**src/rtl/ps2_zx_matrix.sv**
```systemverilog
// PS/2 set-2 scancode sequencer driving a ZX Spectrum 8x5 keyboard matrix,
// with the ULA half-row read path (active-low rows in, active-low columns out).
module ps2_zx_matrix #(
    parameter logic [15:0] TIMEOUT_CYCLES = 16'd50000
) (
    input  logic       clk,
    input  logic       reset,
    input  logic [7:0] kbd_key,
    input  logic       kbd_key_valid,
    input  logic [7:0] row_sel,
    output logic [4:0] cols,
    output logic       key_event
);

    localparam int unsigned CNT_W  = 16;
    localparam int unsigned KEYS   = 40;
    localparam int unsigned IDX_W  = 6;
    localparam int unsigned SYM_IX = 36;

    typedef enum logic [1:0] {
        IDLE    = 2'd0,
        EXT     = 2'd1,
        BRK     = 2'd2,
        EXT_BRK = 2'd3
    } state_t;

    state_t             state;
    state_t             state_nx;
    logic               sync1, sync2, sync3;
    logic               byte_v;
    logic [7:0]         byte_r;
    logic [CNT_W-1:0]   tmo_cnt;
    logic               tmo_hit;
    logic [KEYS-1:0]    matrix;
    logic               sym_a;
    logic               sym_b;
    logic [KEYS-1:0]    eff;
    logic               hit;
    logic [IDX_W-1:0]   idx;
    logic               is_sym_a;
    logic               is_sym_b;
    logic               do_press;
    logic               do_release;
    logic               do_clear;
    logic               is_prefix;

    // Synchronise the valid level, detect its rising edge, capture the byte
    always_ff @(posedge clk or posedge reset) begin
        if (reset) begin
            sync1  <= 1'b0;
            sync2  <= 1'b0;
            sync3  <= 1'b0;
            byte_v <= 1'b0;
            byte_r <= 8'h00;
        end else begin
            sync1  <= kbd_key_valid;
            sync2  <= sync1;
            sync3  <= sync2;
            byte_v <= sync2 & ~sync3;
            if (sync2 & ~sync3) begin
                byte_r <= kbd_key;
            end
        end
    end

    // Prefix timeout counter: cleared in IDLE and by every byte, saturating
    always_ff @(posedge clk or posedge reset) begin
        if (reset) begin
            tmo_cnt <= '0;
        end else if (byte_v || state == IDLE) begin
            tmo_cnt <= '0;
        end else if (tmo_cnt != {CNT_W{1'b1}}) begin
            tmo_cnt <= tmo_cnt + CNT_W'(1);
        end
    end

    assign tmo_hit = (state != IDLE) && (tmo_cnt == TIMEOUT_CYCLES - 16'd1);

    // FSM state register
    always_ff @(posedge clk or posedge reset) begin
        if (reset) begin
            state <= IDLE;
        end else begin
            state <= state_nx;
        end
    end

    assign is_prefix = (byte_r == 8'hE0) || (byte_r == 8'hF0);

    // Next-state: a captured byte takes priority over a timeout
    always_comb begin
        state_nx = state;
        if (byte_v) begin
            case (state)
                IDLE: begin
                    if (byte_r == 8'hE0) begin
                        state_nx = EXT;
                    end else if (byte_r == 8'hF0) begin
                        state_nx = BRK;
                    end
                end
                EXT:     state_nx = (byte_r == 8'hF0) ? EXT_BRK : IDLE;
                BRK:     state_nx = IDLE;
                EXT_BRK: state_nx = IDLE;
                default: state_nx = IDLE;
            endcase
        end else if (tmo_hit) begin
            state_nx = IDLE;
        end
    end

    // FSM outputs: matrix actions for the byte being processed
    always_comb begin
        do_press   = 1'b0;
        do_release = 1'b0;
        do_clear   = 1'b0;
        if (byte_v) begin
            case (state)
                IDLE: begin
                    if (byte_r == 8'h00 || byte_r == 8'hFF) begin
                        do_clear = 1'b1;
                    end else if (!is_prefix && byte_r != 8'hAA) begin
                        do_press = 1'b1;
                    end
                end
                BRK: begin
                    if (is_prefix) begin
                        do_clear = 1'b1;
                    end else begin
                        do_release = 1'b1;
                    end
                end
                default: ;
            endcase
        end
    end

    // Scancode to matrix index (row*5 + column); SymShift sources kept apart
    always_comb begin
        hit      = 1'b1;
        idx      = '0;
        is_sym_a = (byte_r == 8'h59);
        is_sym_b = (byte_r == 8'h14);
        case (byte_r)
            8'h12: idx = 6'd0;   8'h1A: idx = 6'd1;   8'h22: idx = 6'd2;
            8'h21: idx = 6'd3;   8'h2A: idx = 6'd4;
            8'h1C: idx = 6'd5;   8'h1B: idx = 6'd6;   8'h23: idx = 6'd7;
            8'h2B: idx = 6'd8;   8'h34: idx = 6'd9;
            8'h15: idx = 6'd10;  8'h1D: idx = 6'd11;  8'h24: idx = 6'd12;
            8'h2D: idx = 6'd13;  8'h2C: idx = 6'd14;
            8'h16: idx = 6'd15;  8'h1E: idx = 6'd16;  8'h26: idx = 6'd17;
            8'h25: idx = 6'd18;  8'h2E: idx = 6'd19;
            8'h45: idx = 6'd20;  8'h46: idx = 6'd21;  8'h3E: idx = 6'd22;
            8'h3D: idx = 6'd23;  8'h36: idx = 6'd24;
            8'h4D: idx = 6'd25;  8'h44: idx = 6'd26;  8'h43: idx = 6'd27;
            8'h3C: idx = 6'd28;  8'h35: idx = 6'd29;
            8'h5A: idx = 6'd30;  8'h4B: idx = 6'd31;  8'h42: idx = 6'd32;
            8'h3B: idx = 6'd33;  8'h33: idx = 6'd34;
            8'h29: idx = 6'd35;  8'h3A: idx = 6'd37;  8'h31: idx = 6'd38;
            8'h32: idx = 6'd39;
            default: hit = 1'b0;
        endcase
    end

    // Matrix state and key_event; only actual state changes raise an event
    always_ff @(posedge clk or posedge reset) begin
        if (reset) begin
            matrix    <= '0;
            sym_a     <= 1'b0;
            sym_b     <= 1'b0;
            key_event <= 1'b0;
        end else begin
            key_event <= 1'b0;
            if (do_clear) begin
                matrix    <= '0;
                sym_a     <= 1'b0;
                sym_b     <= 1'b0;
                key_event <= (|matrix) | sym_a | sym_b;
            end else if (do_press) begin
                if (hit && !matrix[idx]) begin
                    matrix[idx] <= 1'b1;
                    key_event   <= 1'b1;
                end else if (is_sym_a && !sym_a) begin
                    sym_a     <= 1'b1;
                    key_event <= 1'b1;
                end else if (is_sym_b && !sym_b) begin
                    sym_b     <= 1'b1;
                    key_event <= 1'b1;
                end
            end else if (do_release) begin
                if (hit && matrix[idx]) begin
                    matrix[idx] <= 1'b0;
                    key_event   <= 1'b1;
                end else if (is_sym_a && sym_a) begin
                    sym_a     <= 1'b0;
                    key_event <= 1'b1;
                end else if (is_sym_b && sym_b) begin
                    sym_b     <= 1'b0;
                    key_event <= 1'b1;
                end
            end
        end
    end

    // Effective matrix with the two SymShift sources merged onto one bit
    always_comb begin
        eff         = matrix;
        eff[SYM_IX] = sym_a | sym_b;
    end

    // Half-row read: OR pressed keys across all selected rows, invert
    always_comb begin
        logic [4:0] sel_or;
        sel_or = 5'b00000;
        for (int r = 0; r < 8; r++) begin
            if (!row_sel[r]) begin
                sel_or = sel_or | eff[r*5 +: 5];
            end
        end
        cols = ~sel_or;
    end

endmodule

```
**config.mk**
```make
export PLATFORM = sky130hd
export DESIGN_NAME = ps2_zx_matrix
export DESIGN_NICKNAME = d
export VERILOG_FILES = /design/src/rtl/ps2_zx_matrix.sv
export SDC_FILE = /design/constraint.sdc
export NUM_CORES = 1
export LEC_CHECK = 0
export BUFFER_PORTS_ARGS = -buffer_cell sky130_fd_sc_hd__buf_2
export CORE_ASPECT_RATIO = 1.1
export CORE_MARGIN = 4
export CORE_UTILIZATION = 55
export CTS_BUF_LIST = sky130_fd_sc_hd__clkbuf_4 sky130_fd_sc_hd__clkbuf_8
export CTS_CLUSTER_DIAMETER = 60
export CTS_CLUSTER_SIZE = 20
export DETAILED_ROUTE_END_ITERATION = 7
export PLACE_DENSITY = 0.75
export SYNTH_ARGS = -nofsm -noshare
export SYNTH_HDL_FRONTEND = slang
export SYNTH_SLANG_ARGS = --single-unit
```
**constraint.sdc**
```tcl
create_clock -name clk -period 4.55 [get_ports clk]
set_input_delay 0.2275 -clock clk [delete_from_list [all_inputs] [get_ports clk]]
set_output_delay 0.2275 -clock clk [all_outputs]
set_load 0.02 [all_outputs]
```
=== Word level (Yosys, flattened, before mapping) ===
Index checks and enable logic that the tools add are counted.

* Register bits: 73
* Bits of input ports: 19
* Logic and storage cells: 183
* Output and inout port bits: 6

* Order comparisons: 2
* Reductions and logical operators: 32
* Equality and inequality tests: 58
* $add $sub $neg: 1
* Mux-type cells: 63
* Bitwise logic cells: 16

{| class="wikitable"
|+ Operators with widths
! cell !! count
|-
| $pmux 6 s38 || 1
|-
| $mux 40 || 5
|-
| $eq 8x6->1 const B || 23
|-
| $eq 8x5->1 const B || 9
|-
| $eq 8x7->1 const B || 9
|-
| $and 40x40->40 || 1
|-
| $mux 5 || 8
|-
| $not 40->40 || 1
|-
| $or 40x40->40 || 1
|-
| $reduce_or 40->1 || 1
|-
| $reduce_or 39->1 || 1
|-
| $mux 1 || 38
|-
| $or 5x5->5 || 7
|-
| $mux 16 || 2
|-
| $eq 8x8->1 const B || 3
|-
| $add 16x1->16 const B || 1
|-
| $eq 16x16->1 const B || 1
|-
| $ne 16x16->1 const B || 1
|-
| $ne 3x3->1 const B || 4
|-
| $reduce_bool 3->1 || 4
|-
| $mux 2 || 5
|-
| $logic_and 1x1->1 || 9
|-
| $ne 3x1->1 const B || 3
|-
| $logic_not 8->1 || 1
|-
| 23 further kinds || 33
|}

=== Longest topological paths before layout ===
Gate-level depths: netlist (run 1).

* Depth after elaboration: 16
* Mapped depth: 17
* Mapped depth without buffers: 12

=== Worst setup path after synthesis (run 1) ===
No wires, ideal clock.

* Path kind: reg-to-reg
* Start: register byte_r[3]
* End: register key_event
* Data arrival time: 3,592 ps
* Library setup time: 118 ps
* Path slack: 840 ps
* Clock period less this slack: 3,710 ps
* Data required time: 4,432 ps
* Path buffers: 5
* Stages on the path, launching flop included: 17
* Path through: dfrtp_1 buf_4 and3b_1 o311a_1 or4b_1 buf_2 nor2_4 mux2_1 a211o_1 a211oi_2 a32o_1 buf_6 nand2b_4 buf_6 buf_6 o221ai_1 a21o_1

* Longest elaborated chain between the ends: 10
* Elaborated cells on any way between the ends: 82
* Classes of those cells: eq/ne (45); mux (24); reduce/logical (13)

{| class="wikitable"
|+ RTL lines
! element !! line !! source
|-
| start, declared || 31 || <nowiki>logic [7:0] byte_r;</nowiki>
|-
| start signal, assigned || 61 || <nowiki>byte_r <= kbd_key;</nowiki>
|-
| parallel branches: the longest is 9 deep, another holds $pmux 6 s38 || -- ||
|-
| $mux 1 (*) || 174 || <nowiki>if (do_clear) begin</nowiki>
|-
| end signal, assigned || 178 || <nowiki>key_event <= (|matrix) | sym_a | sym_b;</nowiki>
|-
| end, declared || 12 || <nowiki>output logic key_event</nowiki>
|}

Mark *: on every way between the ends. The select of a mux whose other input is x is not followed.
A chain may end at the register's enable or synchronous reset.

=== Worst setup path in the final report (run 1) ===
* Start: register byte_r[1]
* End: register key_event

Same word-level chain as after synthesis.

==> results of run 1 <==
final timing paths:
| path | start | endpoint |
|---|---|---|
| setup / recovery | byte_r[1]$_DFFE_PP0P_ | key_event$_DFF_PP0_ |
| hold / removal | kbd_key[2] | byte_r[2]$_DFFE_PP0P_ |
| setup reg to reg | byte_r[1]$_DFFE_PP0P_ | key_event$_DFF_PP0_ |
| hold reg to reg | sync1$_DFF_PP0_ | sync2$_DFF_PP0_ |
| max in group asynchronous | reset | byte_r[4]$_DFFE_PP0P_ |
| min in group asynchronous | reset | byte_r[1]$_DFFE_PP0P_ |
cell type report:
class / count / area (um^2) / area share (%)
clock buffers: 9 / 124 / 2.14
clock inverters: 7 / 103 / 1.77
inverters: 19 / 71.3 / 1.23
multi-input cells: 440 / 3110 / 53.8
flip-flops and latches: 73 / 1830 / 31.6
well taps: 117 / 146 / 2.53
repair buffers: 60 / 405 / 7.00
metal layers:
| metal | wire [um] | global-route usage, % | up-vias |
|---|---|---|---|
| met3 | 1330 | 5.31 | 63 |
| met5 | 0 | 0 | - |
| met1 | 6550 | 38.5 | 2385 |
| li1 | - | - | 2313 |
| met2 | 7870 | 47.2 | 323 |
| met4 | 732 | 13.7 | 0 |
cells by family after synthesis:
kind of cell | after synthesis | synth area share [%]
adder cells (fa/ha/maj) | 1 | 0.238
buffers and inverters | 64 | 6.11
AND/OR/NAND/NOR | 222 | 26.2
flip-flops | 73 | 34.7
multiplexers | 21 | 4.21
AO/OA/AOI/OAI | 180 | 25.8
XOR/XNOR | 16 | 2.66
critical path: stages, from the launching register on:
cell and delay, ns:
dfrtp_1 0.75, nand4b_2 0.38, o21ai_1 0.15, a22oi_1 0.42, and4_1 0.46, buf_4 0.23
mux2i_1 0.30, o22ai_1 0.15, a211oi_2 0.16, a32o_1 0.27, buf_4 0.19, nand2b_4 0.33
o221ai_1 0.18, a21o_1 0.19
stage by stage:
step | worst slack, ns | util, % | hold WS, ns | power [mW] | cell area [um^2]
finish | 0.271 | 61.9 | 0.0925 | 1.86 | 5790
global route | 0.0369 | 61.9 | 0.0909 | 1.94 | 5790
CTS | 0.227 | 61.9 | 0.0882 | 1.85 | 5790
detailed placement | 0.268 | 59.4 | 0.337 | 1.27 | 5550
global placement | 0.375 | 59.4 | 0.338 | 1.26 | 5550
floorplan | 0.840 | - | 0.259 | 1.12 | 5260
cells in the final DEF (no fill, tap or decap), types with 8 or more instances in the layout:
| master | count |
|---|---|
| a21oi_1 | 10 |
| a22oi_1 | 20 |
| and4_1 | 9 |
| buf_2 | 24 |
| buf_4 | 34 |
| clkbuf_8 | 9 |
| dfrtp_1 | 72 |
| inv_1 | 18 |
| mux2i_1 | 11 |
| nand2_1 | 32 |
| nand3_1 | 24 |
| nand4_1 | 17 |
| nor2_1 | 42 |
| nor2b_1 | 9 |
| nor3_1 | 11 |
| nor3b_1 | 9 |
| nor4_1 | 12 |
| o211ai_2 | 8 |
| o21ai_0 | 20 |
| o21ai_1 | 27 |
| o311ai_1 | 27 |
| o31ai_1 | 12 |
| xor2_1 | 11 |
sequential cells by signal, summed over array words and instances (netlist names):
name       flops
sync1          1
byte_r         8
tmo_cnt       16
sync3          1
sym_b          1
state          2
sym_a          1
key_event      1
matrix        40
sync2          1
byte_v         1
power by group through the flow:
stage	clock network, mW	logic, mW	registers, mW
after floorplan	0	0.408	0.714
after global placement	0	0.513	0.751
after detailed placement	0	0.518	0.753
after CTS	0.591	0.521	0.740
after global routing	0.619	0.574	0.750
final	0.584	0.534	0.745
timing repair:
action	CTS	global route
hold buffers	1	0
setup endpoints to repair	0	1
gates resized for setup	0	2
hold endpoints to repair	1	0
==> summary.md, run 1 <==
| Metric | Value |
|---|---|
| Outcome | `finished, final reports clean` |
| Wire per inst | `22.7 um` |
| WP data arrival | `4.53 ns` |
| P_sw | `0.650 mW` |
| Clock latency on the worst-skew pair | `0.36 ns` |
| Die height | `111 um` |
| Die width | `101 um` |
| Antenna diodes | `0` |
| I/O pin count | `25` |
| Yosys warning count | `0` |
| PortBufs | `24` |
| Placer Congestion | `1.03` |
| Tmin final | `4.28 ns` |
| Non-Filler Instances | `725` |
| Fmax | `234 MHz` |
| CP required | `4.80 ns` |
| DRT iter0 DRCs | `586` |
| RSZ-0062 raised after global routing | `false` |
| Clk_skew | `0.0143 ns` |
| Routed WL | `16500 um` |
| Hold crit path type | `primary input to flop` |
| Row cnt | `37` |
| Inst Count DP | `708` |
| Layout cell share with drive strength beyond 1 | `19.4%` |
| Core area | `9350 um^2` |
| FF+latch count, synth | `73` |
| Die area | `11200 um^2` |
| Synth async-reset ratio | `100%` |
| Root buf cell | `clkbuf_8` |
| Max-slew headroom | `38.6%` |
| CTS tree | `built` |
| EDFF count, synth | `0` |
| Initial core utilization | `56.2%` |
| Max-cap viol count | `0` |
| Post-Syn Area | `5260 um^2` |
| Vias in the first global route | `4816` |
| CP endpoint kind | `flop` |
| Largest net degree at the start of global routing | `74` |
| Setup CP Type | `flop to flop` |
| Worst Reg-to-Reg Cells | `13` |
| Proportion of power drawn by the clock network | `31.3%` |
| Number of remaining DRC errors | `0` |
| Hold depth | `3` |
| # clock sinks | `73` |
| Syn Inst Count | `577` |
| Synthesis-to-finish area growth | `10.1%` |
| Yosys cell types | `82` |
| Sequential fraction of the synthesis area | `34.7%` |
| Leading area contributor after synthesis | `dfrtp_1` |
| Via density per instance | `7.01` |
| Leak | `2.28 nW` |
| Setup tns final | `0 ns` |
| Deepest clock path buffer count | `2` |
| Post-route ant nets | `0` |
| 1st-pass router iterations | `6` |
| Setup crit start kind | `flop` |
| Slew Limit Fails | `0` |
| P_int | `1.21 mW` |
| CP max FO | `20` |
| Post-synth top cells | `dfrtp_1, nor2_1, nand2_1` |
| Yosys top cell area share | `34.7%` |
| Tcrit/Tclk final | `94.1%` |
| Syn nets | `597` |
| Syn avg cell area | `9.11 um^2` |
| CTS Buf Count | `9` |
| Via Count | `5084` |
| Initial antenna violation count | `0` |
| Final #Nets | `623` |
| Fillers | `805` |
| Reg power frac | `40.0%` |
| Synth Flop Type | `dfrtp_1` |
| Final hold vios | `0` |
| Worst slew pin tran | `0.922 ns` |
| Sw Share | `34.9%` |
| Setup-failing EPs final | `0` |
| Reg2reg setup slack | `0.27 ns` |
| Post-DP HPWL | `12000 um` |
| Global-route wire length before repair | `26200 um` |
| Combinational fraction of design power | `28.7%` |
| Total track usage | `29.6%` |
| Top cells by area, synth | `dfrtp_1, o311ai_1, nor2_1` |
| CTS H-tree depth | `3` |
| Count leader, synth | `dfrtp_1` |
| Overflow after GRT | `0` |
| Setup Fix Bufs, Post-CTS | `0` |
| Max VDD drop | `0.238 mV` |
| Total power density per cell area | `322 nW/um^2` |
| CTS clk-pin slew, worst paths | `0.08 ns` |
No activity file was read; power rests on OpenSTA's default activity.
==> run 2: changes to the inputs <==
--- a/config.mk
+++ b/config.mk
@@ -6,14 +6,15 @@
 export NUM_CORES = 1
 export LEC_CHECK = 0
 export BUFFER_PORTS_ARGS = -buffer_cell sky130_fd_sc_hd__buf_2
-export CORE_ASPECT_RATIO = 1.1
-export CORE_MARGIN = 4
+export CORE_ASPECT_RATIO = 2
+export CORE_MARGIN = 1.5
 export CORE_UTILIZATION = 55
 export CTS_BUF_LIST = sky130_fd_sc_hd__clkbuf_4 sky130_fd_sc_hd__clkbuf_8
 export CTS_CLUSTER_DIAMETER = 60
 export CTS_CLUSTER_SIZE = 20
 export DETAILED_ROUTE_END_ITERATION = 7
 export PLACE_DENSITY = 0.75
+export SLEW_MARGIN = 15
 export SYNTH_ARGS = -nofsm -noshare
 export SYNTH_HDL_FRONTEND = slang
 export SYNTH_SLANG_ARGS = --single-unit
==> summary.md, run 2 (synthesis gave the netlist of run 1 again) <==
| Metric | Value |
|---|---|
| CTS H-tree depth | `3` |
| WP data arrival | `4.56 ns` |
| Placer Congestion | `1.04` |
| Total track usage | `41.0%` |
| Initial antenna violation count | `2` |
| CP dominant cell by count | `buf_4` |
| # clock sinks | `73` |
| Die height | `141 um` |
| Final #Nets | `639` |
| Hold_ws | `0.0705 ns` |
| Slew Limit Fails | `0` |
| Die width | `72.1 um` |
| Fmax | `232 MHz` |
| Critical-path cell list | `buf_4 > nand4b_2 > o21a_1 > o2111ai_1 > or4_1 > a2111oi_2 > a311oi_1 > or3_1 > a32o_1 > buf_4 > nand2b_4 > o311ai_2 > o31ai_1` |
| CTS Buf Count | `9` |
| Post-route ant nets | `0` |
| Via Count | `5345` |
| Wire per inst | `27.1 um` |
| Routed WL | `19800 um` |
| Biggest regs | `matrix x40, tmo_cnt x16, byte_r x8` |
| Post-DP HPWL | `14800 um` |
| Inst Count DP | `710` |
| P_sw | `0.680 mW` |
| Overflow after GRT | `0` |
| Core area | `9320 um^2` |
| Setup crit start kind | `flop` |
| Setup CP Type | `flop to flop` |
| Worst path max stage delay | `0.67 ns` |
| Clock latency on the worst-skew pair | `0.37 ns` |
| Clk_skew | `0.0110 ns` |
| Pwr Total | `1.84 mW` |
| Global-route wire length before repair | `30500 um` |
| Setup Fix Bufs, Post-CTS | `0` |
| Biggest register | `matrix` |
| Row cnt | `50` |
| Hold crit path type | `primary input to flop` |
| Setup tns final | `0 ns` |
| Deepest clock path buffer count | `2` |
| Number of remaining DRC errors | `0` |
| 1st-pass router iterations | `6` |
| Proportion of power drawn by the clock network | `28.5%` |
| Reg power frac | `40.9%` |
| Total power density per cell area | `314 nW/um^2` |
| Fillers | `773` |
| Via density per instance | `7.34` |
| Tmin final | `4.32 ns` |
| CP required | `4.79 ns` |
| Antenna diodes | `0` |
| Worst slew pin tran | `0.918 ns` |
| CTS clk-pin slew, worst paths | `0.08 ns` |
| Max-slew headroom | `38.3%` |
| Max VDD drop | `0.291 mV` |
| I/O pin count | `25` |
| Max-cap viol count | `0` |
| Non-Filler Instances | `728` |
| Max reg flops | `40` |
| Final hold vios | `0` |
| Critical path's slowest cell | `dfrtp_1` |
| CP max FO | `19` |
| Outcome | `finished, final reports clean` |
| RSZ-0062 raised after global routing | `false` |
| DRT iter0 DRCs | `684` |
| Tcrit/Tclk final | `94.9%` |
| P_int | `1.16 mW` |
| CTS tree | `built` |
| Highest-count cells in the layout ignoring fill and taps | `dfrtp_1, buf_4, nor2_1, nand2_1` |
| PortBufs | `24` |
| Synthesis-to-finish area growth | `11.6%` |
| Setup-failing EPs final | `0` |
| Leak | `2.33 nW` |
| Layout cell share with drive strength beyond 1 | `21.5%` |
| Combinational fraction of design power | `30.6%` |
| Vias in the first global route | `5217` |
| Sw Share | `36.9%` |
| Initial core utilization | `56.4%` |
| Most common cell after layout, fill and taps aside | `dfrtp_1` |
| Root buf cell | `clkbuf_8` |
| Die area | `10200 um^2` |
| Largest net degree at the start of global routing | `65` |
| CP endpoint kind | `flop` |
==> run 2: what timing repair did <==
action	4_1_cts	5_1_grt
endpoints found under the setup margin	0	7
gates resized for setup	0	3
hold endpoints to repair	10	0
hold buffers	2	0
==> run 2: power by group through the flow <==
stage	Combinational, mW	Clock (mW)	Sequential (mW)
after global routing	0.595	0.561	0.758
after detailed placement	0.543	0	0.760
final	0.564	0.526	0.754
after floorplan	0.408	0	0.714
after global placement	0.540	0	0.758
after CTS	0.547	0.531	0.747
==> run 2: final timing paths <==
path / from / endpoint / slack, ns / depth (start not counted)
worst min register to register: sync1$_DFF_PP0_ / sync2$_DFF_PP0_ / 0.38 / 0
min in group asynchronous: reset / matrix[1]$_DFFE_PP0P_ / 0.31 / 3
worst min-delay path: kbd_key[3] / byte_r[3]$_DFFE_PP0P_ / 0.07 / 3
worst max-delay path: byte_r[0]$_DFFE_PP0P_ / matrix[28]$_DFFE_PP0P_ / 0.23 / 13
worst max register to register: byte_r[0]$_DFFE_PP0P_ / matrix[28]$_DFFE_PP0P_ / 0.23 / 13
max in group asynchronous: reset / matrix[18]$_DFFE_PP0P_ / 3.17 / 4
==> run 2: layout make-up <==
cell class / instances / area, um^2 / share of cell area, %
inverter: 19 / 71.3 / 1.22
clock buffer: 10 / 131 / 2.24
timing repair buffer: 76 / 515 / 8.79
multi-input combinational: 440 / 3120 / 53.2
sequential: 73 / 1830 / 31.2
clock inverter: 6 / 67.6 / 1.15
tap: 104 / 130 / 2.22
==> run 2: layer usage <==
metal | vias up | routed length [um] | global-route usage [%]
li1 | 2340 | - | -
met4 | 2 | 2300 | 37.4
met1 | 2538 | 6130 | 39.5
met5 | - | 16 | 0
met3 | 138 | 1640 | 13.7
met2 | 327 | 9670 | 66.7
==> run 2: per-stage QoR <==
| stage | util (%) | setup slack [ns] | area (um^2) |
|---|---|---|---|
| floorplan | - | 0.840 | 5260 |
| global placement | 60.4 | 0.307 | 5630 |
| detailed placement | 60.4 | 0.262 | 5630 |
| CTS | 62.8 | 0.241 | 5850 |
| global route | 62.9 | 0.00720 | 5870 |
| finish | 62.9 | 0.231 | 5870 |
==> run 2: worst max-delay path: cells and delay by family, from the launching register on <==
| family | cells | cell delay [ns] |
|---|---|---|
| buffers and inverters | 2 | 0.51 |
| and+or+nand+nor | 4 | 1.54 |
| DFF | 1 | 0.67 |
| AOI/OAI and AO/OA | 7 | 1.45 |
==> run 3: changes to the inputs <==
--- a/config.mk
+++ b/config.mk
@@ -8,12 +8,12 @@
 export BUFFER_PORTS_ARGS = -buffer_cell sky130_fd_sc_hd__buf_2
 export CORE_ASPECT_RATIO = 2
 export CORE_MARGIN = 1.5
-export CORE_UTILIZATION = 55
+export CORE_UTILIZATION = 32
 export CTS_BUF_LIST = sky130_fd_sc_hd__clkbuf_4 sky130_fd_sc_hd__clkbuf_8
 export CTS_CLUSTER_DIAMETER = 60
 export CTS_CLUSTER_SIZE = 20
 export DETAILED_ROUTE_END_ITERATION = 7
-export PLACE_DENSITY = 0.75
+export PLACE_DENSITY = 0.49
 export SLEW_MARGIN = 15
 export SYNTH_ARGS = -nofsm -noshare
 export SYNTH_HDL_FRONTEND = slang
==> summary.md, run 3 (synthesis gave the netlist of run 1 again) <==
| Metric | Value |
|---|---|
| Total track usage | `25.4%` |
| Initial antenna violation count | `0` |
| CP required | `4.82 ns` |
| Overflow after GRT | `0` |
| Setup tns final | `0 ns` |
| Leak | `2.34 nW` |
| Antenna diodes | `0` |
| Worst Reg-to-Reg Cells | `13` |
| Die area | `17300 um^2` |
| RSZ-0062 raised after global routing | `false` |
| Via density per instance | `6.32` |
| Setup WS post-layout | `0.175 ns` |
| Post-route ant nets | `0` |
| Global-route wire length before repair | `32000 um` |
| Non-Filler Instances | `825` |
| Pre-CTS WS | `0.307 ns` |
| CTS clk-pin slew, worst paths | `0.09 ns` |
| Setup Fix Bufs, Post-CTS | `0` |
| Most common cell after layout, fill and taps aside | `dfrtp_1` |
| Slew Limit Fails | `0` |
| Outcome | `finished, violations left` |
| Row cnt | `66` |
| Max VDD drop | `0.151 mV` |
| Worst path max stage delay | `0.63 ns` |
| Hold_ws | `-0.0313 ns` |
| Highest-count cells in the layout ignoring fill and taps | `dfrtp_1, buf_4, nor2_1, nand2_1` |
| Hold crit path type | `primary input to async pin` |
| Root buf cell | `clkbuf_8` |
| 1st-pass router iterations | `6` |
| Tcrit/Tclk final | `96.2%` |
| Core area | `16200 um^2` |
| Number of remaining DRC errors | `0` |
| Violated checks | `negative hold slack` |
| CP dominant cell by count | `buf_4` |
| Max reg flops | `40` |
| Setup crit start kind | `flop` |
| Routed WL | `21000 um` |
| CTS H-tree depth | `3` |
| Final hold vios | `26` |
| CTS Buf Count | `9` |
| Setup-failing EPs final | `0` |
| Core Util, Final | `37.0%` |
| Largest net degree at the start of global routing | `45` |
| Inst Count DP | `808` |
| Die width | `93.6 um` |
| Global Route met1 Usage | `24.9%` |
| Clock latency on the worst-skew pair | `0.37 ns` |
| Tmin final | `4.37 ns` |
| Biggest regs | `matrix x40, tmo_cnt x16, byte_r x8` |
| Fmax | `229 MHz` |
| Global Route met3 Usage | `2.89%` |
| Via Count | `5215` |
| Vias in the first global route | `5241` |
| CTS tree | `built` |
| Final #Nets | `636` |
| CP max FO | `23` |
| Post-DP HPWL | `16100 um` |
| I/O pin count | `25` |
| Top Usage Layer GRT | `met2` |
| Setup CP Type | `flop to flop` |
| CP endpoint kind | `flop` |
| Wire per inst | `25.4 um` |
| Layout cell share with drive strength beyond 1 | `20.8%` |
| Worst slew pin tran | `0.801 ns` |
| PortBufs | `24` |
| Biggest register | `matrix` |
| # clock sinks | `73` |
| Clk_skew | `0.0133 ns` |
| Initial core utilization | `32.5%` |
| Final Instance Area | `5990 um^2` |
| Synthesis-to-finish area growth | `13.9%` |
| Placer Congestion | `1.03` |
| DRT iter0 DRCs | `462` |
| Deepest clock path buffer count | `2` |
| Max-slew headroom | `46.5%` |
| Post-DP Area | `5780 um^2` |
| Max-cap viol count | `0` |
| WP data arrival | `4.65 ns` |
| Die height | `184 um` |
| Pwr Total | `1.87 mW` |
| Critical-path cell list | `buf_4 > nor4b_4 > nand2_1 > o2111a_1 > and4_1 > buf_4 > a211oi_1 > o211ai_1 > o221ai_1 > a32o_1 > buf_4 > nand3_2 > o31ai_1` |
| Total power density per cell area | `311 nW/um^2` |
| Fillers | `1712` |
| Critical path's slowest cell | `dfrtp_1` |
| Met2 Usage GRT | `46.7%` |
[run 3: report_power, final]
group / switching (mW) / leakage [nW] / internal (mW) / total [mW]
clock network: 0.272 / 0.100 / 0.262 / 0.534
registers: 0.0785 / 0.991 / 0.676 / 0.754
logic: 0.341 / 1.24 / 0.236 / 0.577
[run 3: area by class of cell]
class,count,area [um^2],area share [%]
timing repair buffer,73,528,8.82
multi-input combinational,440,3110,51.9
clock inverter,6,65.1,1.09
tap,204,255,4.26
inverter,19,71.3,1.19
sequential,73,1830,30.5
clock buffer,10,131,2.19
[run 3: per-layer routing]
metal	vias up	wire length, um
met5	-	0
met4	0	2010
met1	2522	6710
met2	257	11300
li1	2335	-
met3	101	1000
[run 3: critical path, delay by kind of cell, from the launching register on]
kind	cells	cell delay, ns
compound gates	6	1.61
buf+inv	3	0.69
flops	1	0.63
simple gates	4	1.33
[run 3: path summary, 6_finish.rpt]
check | from | endpoint | slack [ns]
min in group clk | kbd_key[3] | byte_r[3]$_DFFE_PP0P_ | 0.07
setup / recovery | byte_r[4]$_DFFE_PP0P_ | matrix[20]$_DFFE_PP0P_ | 0.18
hold / removal | reset | byte_r[0]$_DFFE_PP0P_ | -0.03
hold reg to reg | sync1$_DFF_PP0_ | sync2$_DFF_PP0_ | 0.36
setup reg to reg | byte_r[4]$_DFFE_PP0P_ | matrix[20]$_DFFE_PP0P_ | 0.18
max in group asynchronous | reset | matrix[22]$_DFFE_PP0P_ | 3.56
[run 3: repair_timing]
item,CTS,global route
hold buffers,1,0
hold endpoints to repair,1,0
endpoints found under the setup margin,0,0
gates resized for setup,0,0
